File: config.mk
export PLATFORM = sky130hd
export DESIGN_NAME = spi_frame_receiver_flat
export DESIGN_NICKNAME = d
export VERILOG_FILES = /design/src/rtl/spi_frame_receiver_if.sv /design/src/rtl/spi_frame_receiver.sv /design/src/flat_wrapper.sv
export SDC_FILE = /design/constraint.sdc
export NUM_CORES = 1
export LEC_CHECK = 0
export ABC_AREA = 1
export BUFFER_PORTS_ARGS = -buffer_cell sky130_fd_sc_hd__buf_4
export CORE_MARGIN = 10
export CORE_UTILIZATION = 55
export CTS_BUF_LIST = sky130_fd_sc_hd__clkbuf_16
export DETAILED_ROUTE_END_ITERATION = 7
export HOLD_SLACK_MARGIN = 0.02
export PLACE_DENSITY = 0.78
export SYNTH_ARGS = -nofsm -noshare
export SYNTH_HDL_FRONTEND = slang
export SYNTH_SLANG_ARGS = --single-unit
File: constraint.sdc
create_clock -name i_clk -period 1.47 [get_ports i_clk]
set_input_delay 0.294 -clock i_clk [delete_from_list [all_inputs] [get_ports i_clk]]
set_output_delay 0.294 -clock i_clk [all_outputs]
set_load 0.02 [all_outputs]
File: src/rtl/spi_frame_receiver_if.sv
// SPI pin bundle plus the word-level handshake toward the interface controller.
// The slave modport is the receiver's view; master is the external SPI master/controller side.
interface spi_frame_receiver_if #(
  parameter int WIDTH = 16
);
  logic             sclk;
  logic             mosi;
  logic             csN;
  logic             miso;
  logic [WIDTH-1:0] outgoingData;
  logic [WIDTH-1:0] spi;
  logic             readBusy;
  logic             writeBusy;
  logic             frameError;

  modport slave (
    input  sclk, mosi, csN, outgoingData,
    output miso, spi, readBusy, writeBusy, frameError
  );

  modport master (
    output sclk, mosi, csN, outgoingData,
    input  miso, spi, readBusy, writeBusy, frameError
  );
endinterface

File: src/rtl/spi_frame_receiver.sv
// SPI mode-0 slave front-end: synchronises the SPI pins into the clk domain,
// deserialises WIDTH-bit frames MSB first and shifts outgoingData out on MISO.
module spi_frame_receiver #(
  parameter int WIDTH       = 16,
  parameter int SYNC_STAGES = 2
) (
  input  logic                 i_clk,
  input  logic                 i_rst,
  spi_frame_receiver_if.slave  bus
);
  localparam int CNT_W = $clog2(WIDTH + 2);
  localparam logic [CNT_W-1:0] CNT_FULL = CNT_W'(WIDTH);
  localparam logic [CNT_W-1:0] CNT_SAT  = CNT_W'(WIDTH + 1);

  typedef enum logic {IDLE, ACTIVE} state_t;

  state_t r_state;
  state_t w_stateNext;

  logic [SYNC_STAGES-1:0] r_sclkSync;
  logic [SYNC_STAGES-1:0] r_mosiSync;
  logic [SYNC_STAGES-1:0] r_csNSync;
  logic                   r_sclkPrev;
  logic                   r_csNPrev;

  logic [WIDTH-1:0] r_rx;
  logic [WIDTH-1:0] r_tx;
  logic [WIDTH-1:0] r_spi;
  logic [CNT_W-1:0] r_bitCount;
  logic             r_miso;
  logic             r_frameError;

  logic w_sclk;
  logic w_mosi;
  logic w_csN;
  logic w_sclkRise;
  logic w_sclkFall;
  logic w_csFall;
  logic w_csRise;
  logic w_busy;

  // Prev copies reset to 0 so a CS_N held low through reset never looks like a falling edge.
  always_ff @(posedge i_clk) begin
    if (i_rst) begin
      r_sclkSync <= '0;
      r_mosiSync <= '0;
      r_csNSync  <= '0;
      r_sclkPrev <= 1'b0;
      r_csNPrev  <= 1'b0;
    end else begin
      r_sclkSync <= {r_sclkSync[SYNC_STAGES-2:0], bus.sclk};
      r_mosiSync <= {r_mosiSync[SYNC_STAGES-2:0], bus.mosi};
      r_csNSync  <= {r_csNSync[SYNC_STAGES-2:0], bus.csN};
      r_sclkPrev <= r_sclkSync[SYNC_STAGES-1];
      r_csNPrev  <= r_csNSync[SYNC_STAGES-1];
    end
  end

  assign w_sclk     = r_sclkSync[SYNC_STAGES-1];
  assign w_mosi     = r_mosiSync[SYNC_STAGES-1];
  assign w_csN      = r_csNSync[SYNC_STAGES-1];
  assign w_sclkRise = w_sclk & ~r_sclkPrev;
  assign w_sclkFall = ~w_sclk & r_sclkPrev;
  assign w_csFall   = ~w_csN & r_csNPrev;
  assign w_csRise   = w_csN & ~r_csNPrev;

  always_ff @(posedge i_clk) begin
    if (i_rst) begin
      r_state <= IDLE;
    end else begin
      r_state <= w_stateNext;
    end
  end

  always_comb begin
    w_stateNext = r_state;
    case (r_state)
      IDLE:    if (w_csFall) w_stateNext = ACTIVE;
      ACTIVE:  if (w_csRise) w_stateNext = IDLE;
      default: w_stateNext = IDLE;
    endcase
  end

  always_comb begin
    w_busy = 1'b0;
    if (r_state == ACTIVE) begin
      w_busy = 1'b1;
    end
  end

  // CS_N rising takes priority over any SCLK edge detected in the same cycle.
  always_ff @(posedge i_clk) begin
    if (i_rst) begin
      r_rx         <= '0;
      r_tx         <= '0;
      r_spi        <= '0;
      r_bitCount   <= '0;
      r_miso       <= 1'b0;
      r_frameError <= 1'b0;
    end else begin
      r_frameError <= 1'b0;
      case (r_state)
        IDLE: begin
          if (w_csFall) begin
            r_tx       <= bus.outgoingData;
            r_bitCount <= '0;
            r_miso     <= bus.outgoingData[WIDTH-1];
          end
        end
        ACTIVE: begin
          if (w_csRise) begin
            if (r_bitCount == CNT_FULL) begin
              r_spi <= r_rx;
            end else begin
              r_frameError <= 1'b1;
            end
            r_miso <= 1'b0;
          end else if (w_sclkRise) begin
            r_rx <= {r_rx[WIDTH-2:0], w_mosi};
            if (r_bitCount != CNT_SAT) begin
              r_bitCount <= r_bitCount + CNT_W'(1);
            end
          end else if (w_sclkFall) begin
            r_tx   <= {r_tx[WIDTH-2:0], 1'b0};
            r_miso <= r_tx[WIDTH-2];
          end
        end
        default: ;
      endcase
    end
  end

  assign bus.miso       = r_miso;
  assign bus.spi        = r_spi;
  assign bus.readBusy   = w_busy;
  assign bus.writeBusy  = w_busy;
  assign bus.frameError = r_frameError;
endmodule

File: src/flat_wrapper.sv
// flat-port wrapper written by rule: the top's interface ports become plain ports
module spi_frame_receiver_flat 
#(
  parameter int WIDTH       = 16,
  parameter int SYNC_STAGES = 2
)
  (i_clk, i_rst, bus_sclk, bus_mosi, bus_csN, bus_outgoingData, bus_miso, bus_spi, bus_readBusy, bus_writeBusy, bus_frameError);
  spi_frame_receiver_if #(.WIDTH(WIDTH)) bus_i ();
  input  logic i_clk;
  input  logic i_rst;
  input wire logic [$bits(bus_i.sclk)-1:0] bus_sclk;
  input wire logic [$bits(bus_i.mosi)-1:0] bus_mosi;
  input wire logic [$bits(bus_i.csN)-1:0] bus_csN;
  input wire logic [$bits(bus_i.outgoingData)-1:0] bus_outgoingData;
  output wire logic [$bits(bus_i.miso)-1:0] bus_miso;
  output wire logic [$bits(bus_i.spi)-1:0] bus_spi;
  output wire logic [$bits(bus_i.readBusy)-1:0] bus_readBusy;
  output wire logic [$bits(bus_i.writeBusy)-1:0] bus_writeBusy;
  output wire logic [$bits(bus_i.frameError)-1:0] bus_frameError;
  assign bus_i.sclk = bus_sclk;
  assign bus_i.mosi = bus_mosi;
  assign bus_i.csN = bus_csN;
  assign bus_i.outgoingData = bus_outgoingData;
  assign bus_miso = bus_i.miso;
  assign bus_spi = bus_i.spi;
  assign bus_readBusy = bus_i.readBusy;
  assign bus_writeBusy = bus_i.writeBusy;
  assign bus_frameError = bus_i.frameError;
  spi_frame_receiver #(.WIDTH(WIDTH), .SYNC_STAGES(SYNC_STAGES)) u_core (.i_clk(i_clk), .i_rst(i_rst), .bus(bus_i));
endmodule
After elaboration in Yosys (flattened, before gate mapping)
Index checks and enable logic that the tools add are counted.
{ "classes": {"add_sub_neg": 1, "n_mul": 0, "div_mod_pow": 0, "magnitude_cmp": 0, "n_eq_ne": 10, "n_shift": 0, "mux": 20, "bitwise": 10, "n_reduce_logical": 6} }
{ "ops": {"columns": ["operator", "count"], "rows": [
  ["two-way mux 15 bit", 4],
  ["case mux 15 bit (2 select lines)", 1],
  ["two-way mux 5 bit", 4],
  ["inequality test 2 bit, second input constant", 5],
  ["case mux 5 bit (2 select lines)", 1],
  ["AND reduction 3 bit", 3],
  ["two-way mux 1 bit", 8],
  ["AND reduction 4 bit", 2],
  ["inequality test 3 bit, second input constant", 2],
  ["inverter 1 bit", 6],
  ["adder 5 x 1 -> 5 bit, second input constant", 1],
  ["equality test 5 bit, second input constant", 1],
  ["inequality test 5 bit, second input constant", 1],
  ["AND 1 bit", 4],
  ["case mux 1 bit (2 select lines)", 2],
  ["OR reduction 3 bit", 1],
  ["inequality test 2 x 1 -> 1 bit, second input constant", 1]
]} }
{ "word_totals": {"register_bits": 63, "latchBits": 0, "ramBits": 0, "mem_bits_ro": 0, "inputBits": 21, "memories": 0} }

Longest topological paths before layout
{ "depth": {"word_depth": 6, "depth_mapped": 11, "ltp_nobuf": 11} }

Worst setup path before layout
Ideal clock, no wire load.
{ "synth_timing": {"path_type": "reg2reg", "start": "register u_core.r_state", "end": "register u_core.r_miso (netlist: u_core.bus.miso)", "setup_ps": 113, "arrival_ps": 1184, "t_required_ps": 1357, "slack_ps": 173, "stages_incl_launch_ff": 8, "n_path_buf": 2, "synth_period_minus_slack_ps": 1297, "path_cell_list": "dfxtp_1 -> buf_4 -> inv_4 -> buf_4 -> nand2_1 -> nand2_1 -> o21ai_1 -> nor2_1"} }
{ "synth_via": {"elab_chain_cells": 3} }
{ "synth_lines": {"columns": ["element", "line", "text"], "rows": [
  ["start: declaration", "spi_frame_receiver.sv:17", "state_t r_state;"],
  ["start signal: assignment", "spi_frame_receiver.sv:71", "r_state <= w_stateNext;"],
  ["inverter 1 bit", "spi_frame_receiver.sv:102", "case (r_state)"],
  ["inequality test 2 x 1 -> 1 bit (no source line)", null, null],
  ["AND reduction 3 bit (no source line)", null, null],
  ["end signal: assignment", "spi_frame_receiver.sv:107", "r_miso <= bus.outgoingData[WIDTH-1];"],
  ["end signal: assignment", "spi_frame_receiver.sv:125", "r_miso <= r_tx[WIDTH-2];"],
  ["end: declaration", "spi_frame_receiver.sv:30", "logic r_miso;"]
]} }
Parallel ways exist; a longest one is shown, timed or not.
A chain may end at the register's enable or synchronous reset.

Final worst setup path
{ "layout_timing": {"start": "register u_core.r_state", "end": "output bus_writeBusy"} }
{ "layout_via": {"elab_chain_cells": 1} }
{ "layout_lines": {"columns": ["element", "line", "text"], "rows": [
  ["two-way mux 1 bit", "spi_frame_receiver.sv:86", "if (r_state == ACTIVE) begin"],
  ["end: declaration", "flat_wrapper.sv:18", "output wire logic [$bits(bus_i.writeBusy)-1:0] bus_writeBusy;"]
]} }
Every way passes these cells.

==> metrics.yaml <==
route:
  firstDrtPassIters: 4
  route.detailed.drc: 0
  drt-initial-drc-count: 228
  vias_per_cell: 5.04
  drtAntennaViolNets: 0
  wirelength_um: 5820
  vias: 2333
  wl_per_cell_um: 12.6
die:
  core_sq_mm: 0.00444
  die_y_um: 88.4
  start_util_pct: 57.9
  ioPinCount: 41
  rows: 24
  die_area_sq_mm: 0.00782
  die_x_um: 88.4
sta:
  setup_tns_ns: 0
  fin_crit_ns: 1.40
  setup_viol_count_final: 0
  fin_crit_sh_pct: 95.5
  hold_viol_final: 0
  relSlewSlack_pct: 77.5
  holdWs_ns: 0.175
  worst_pin_slew_ns: 0.337
  slew_violations: 0
  fmax_mhz: 712
  fin_worst_skew_ns: 0.00694
clock_network:
  clockRootBuffer: "clkbuf_16"
  clk_latency_ns: 0.32
  htreeDepth: 3
  hold_buffers: 0
  cts_tree: "built"
  clock_sinks: 63
  clk_pin_slew_worst_paths_ns: 0.05
  clockBufferDepth: 2
  numCtsBuffers: 9
placed_design:
  place_area_sq_mm: 0.00292
  place_hpwl_um: 3730
  gp_congestion: 0.805
  dp_cells: 445
  portBuffers: 40
finish:
  final_core_util_pct: 72.6
  fin_nets: 430
  final_cells: 463
  final_cell_area_sq_mm: 0.00322
  area_growth_pct: 25.3
  regArea_sq_mm: 0.00126
  layout_commonest_cell: "nor2_1"
  drive_gt1_share_pct: 20.9
  fill_cells: 351
  multi_input_area_sq_mm: 0.00113
  antenna_cells: 0
  layout_common_cells: "nor2_1 (85), nand2_1 (77), dfxtp_1 (63)"
yosys:
  synth_seq_cells: 63
  syn_area_per_cell_sq_um: 7.15
  synthTopCellsByArea: "dfxtp_1 (49%), nor2_1 (13%), nand2_1 (12%), o21ai_0 (6.6%), nand3_1 (4.7%)"
  yosys.area.top_type: "dfxtp_1"
  syn-num-nets: 384
  synth_cell_type_count: 23
  synth_top_area_share_pct: 49.0
  syn-cell-area_sq_mm: 0.00257
  syn_inst: 360
  yosys_warnings: 0
  yosysSeqAreaShare_pct: 49.0
hold_path:
  hold_class: "input pin to flip-flop"
  min_path_cells: 3
  hp-start: "bus_sclk"
  hold_end: "u_core.r_sclkSync[0]"
global_routing:
  grt_pass1_wl_um: 10100
  first_global_vias: 2231
  antenna_found_initial: 0
  grt_max_degree: 39
  grt_overflow: 0
  track_usage_pct: 16.1
critical_path:
  slowest_stage: "dfxtp_1"
  rr_endpoint: "u_core.bus.spi[1]"
  cp_data_arrival_time_ns: 1.11
  rr_worst_depth: 7
  cp_top_family: "flip-flops"
  reg2reg_slack_ns: 0.09
  path_cells: "buf_6 > buf_4"
  critPathKind: "flip-flop to output pin"
  end_kind: "output pin"
  cp-start-kind: "flip-flop"
  crit_buf_inv: 2
  r2r-start: "u_core.r_bitCount[0]"
  required_ns: 1.18
  slowest_delay_ns: 0.40
  crit_fanout: 18
flow_run:
  drv_cap: 0
pwr:
  cellLeakagePower_nw: 1.51
  irDropWorstVdd_uv: 813
  power_density_mw_per_mm2: 1200
outcome:
  status: "finished, final reports clean"
## worst max path at each step
| stage | startpoint | endpoint | slack [ns] | cells past startpoint |
|---|---|---|---|---|
| detailed placement | u_core.r_bitCount[0] | u_core.bus.spi[11] | -0.03 | 7 |
| global placement | u_core.r_bitCount[0] | u_core.bus.spi[14] | 0.05 | 7 |
| global route | u_core.r_bitCount[0] | u_core.r_bitCount[3] | -0.02 | 11 |
| CTS | u_core.r_state | bus_writeBusy | 0.05 | 2 |
| finish | u_core.r_state | bus_writeBusy | 0.07 | 2 |
| floorplan | u_core.r_state | u_core.bus.miso | 0.17 | 7 |
## registers in the layout (all words and copies together), names as in the netlist
| signal | flops |
|---|---|
| u_core.bus.frameError | 1 |
| u_core.bus.miso | 1 |
| u_core.bus.spi | 16 |
| u_core.r_bitCount | 5 |
| u_core.r_csNPrev | 1 |
| u_core.r_csNSync | 2 |
| u_core.r_mosiSync | 2 |
| u_core.r_rx | 16 |
| u_core.r_sclkPrev | 1 |
| u_core.r_sclkSync | 2 |
| u_core.r_state | 1 |
| u_core.r_tx | 15 |
## stage by stage
step / worst slack [ns] / total power [mW]
2_1_floorplan: 0.173 / 1.95
3_3_place_gp: 0.0539 / 2.03
3_5_place_dp: -0.0344 / 2.04
4_1_cts: 0.0496 / 3.89
5_1_grt: -0.0240 / 4.01
6_report: 0.0660 / 3.86
## area by class of cell
cell class | count | area share (%)
flip-flops and latches | 63 | 39.1
clock buffers | 9 | 6.98
multi-input cells | 255 | 35.0
clock inverters | 7 | 1.28
inverters | 23 | 2.91
repair buffers | 54 | 12.7
well taps | 52 | 2.02
## cells by family after synthesis
logic type               share of synthesized area, %
AO/OA/AOI/OAI                                    10.5
AND/OR/NAND/NOR                                  31.3
buffers and inverters                            7.83
adder cells (fa/ha/maj)                          1.46
flip-flops                                       49.0
## worst register-to-register path: stages, from the launching register on
cell,delay (ns)
dfxtp_1,0.31
inv_1,0.11
ha_1,0.20
nand3_2,0.11
nor2_4,0.17
buf_4,0.16
o21ai_0,0.11
nor2_1,0.15
## synthesized netlist by cell type, drive strengths merged
cell type,n
nor2,89
inv,23
o21ai,36
nand3,25
clkbuf,6
a21oi,17
nor3,1
ha,3
buf,13
nand2,83
nand4,1
dfxtp,63
## power by group
part           internal (mW)  total [mW]  switching [mW]
Clock                   1.12        1.86           0.736
Sequential              1.74        1.76          0.0198
Combinational          0.106       0.243           0.137
## per-layer routing
layer  vias to the layer above  routed length [um]  GRT usage, %
li1                       1230                   -             -
met1                      1047                2670          19.6
met2                        49                2800          25.7
met3                         7                 278          5.06
met4                         0                  70          6.90
met5                         -                   0             0
## what timing repair did
item	4_1_cts	5_1_grt
cloned	0	0
pin swaps	1	2
setup endpoints to repair	17	20
gates resized for setup	1	9
setup buffers	2	0
Note: power is estimated with default switching activity, not from simulation.
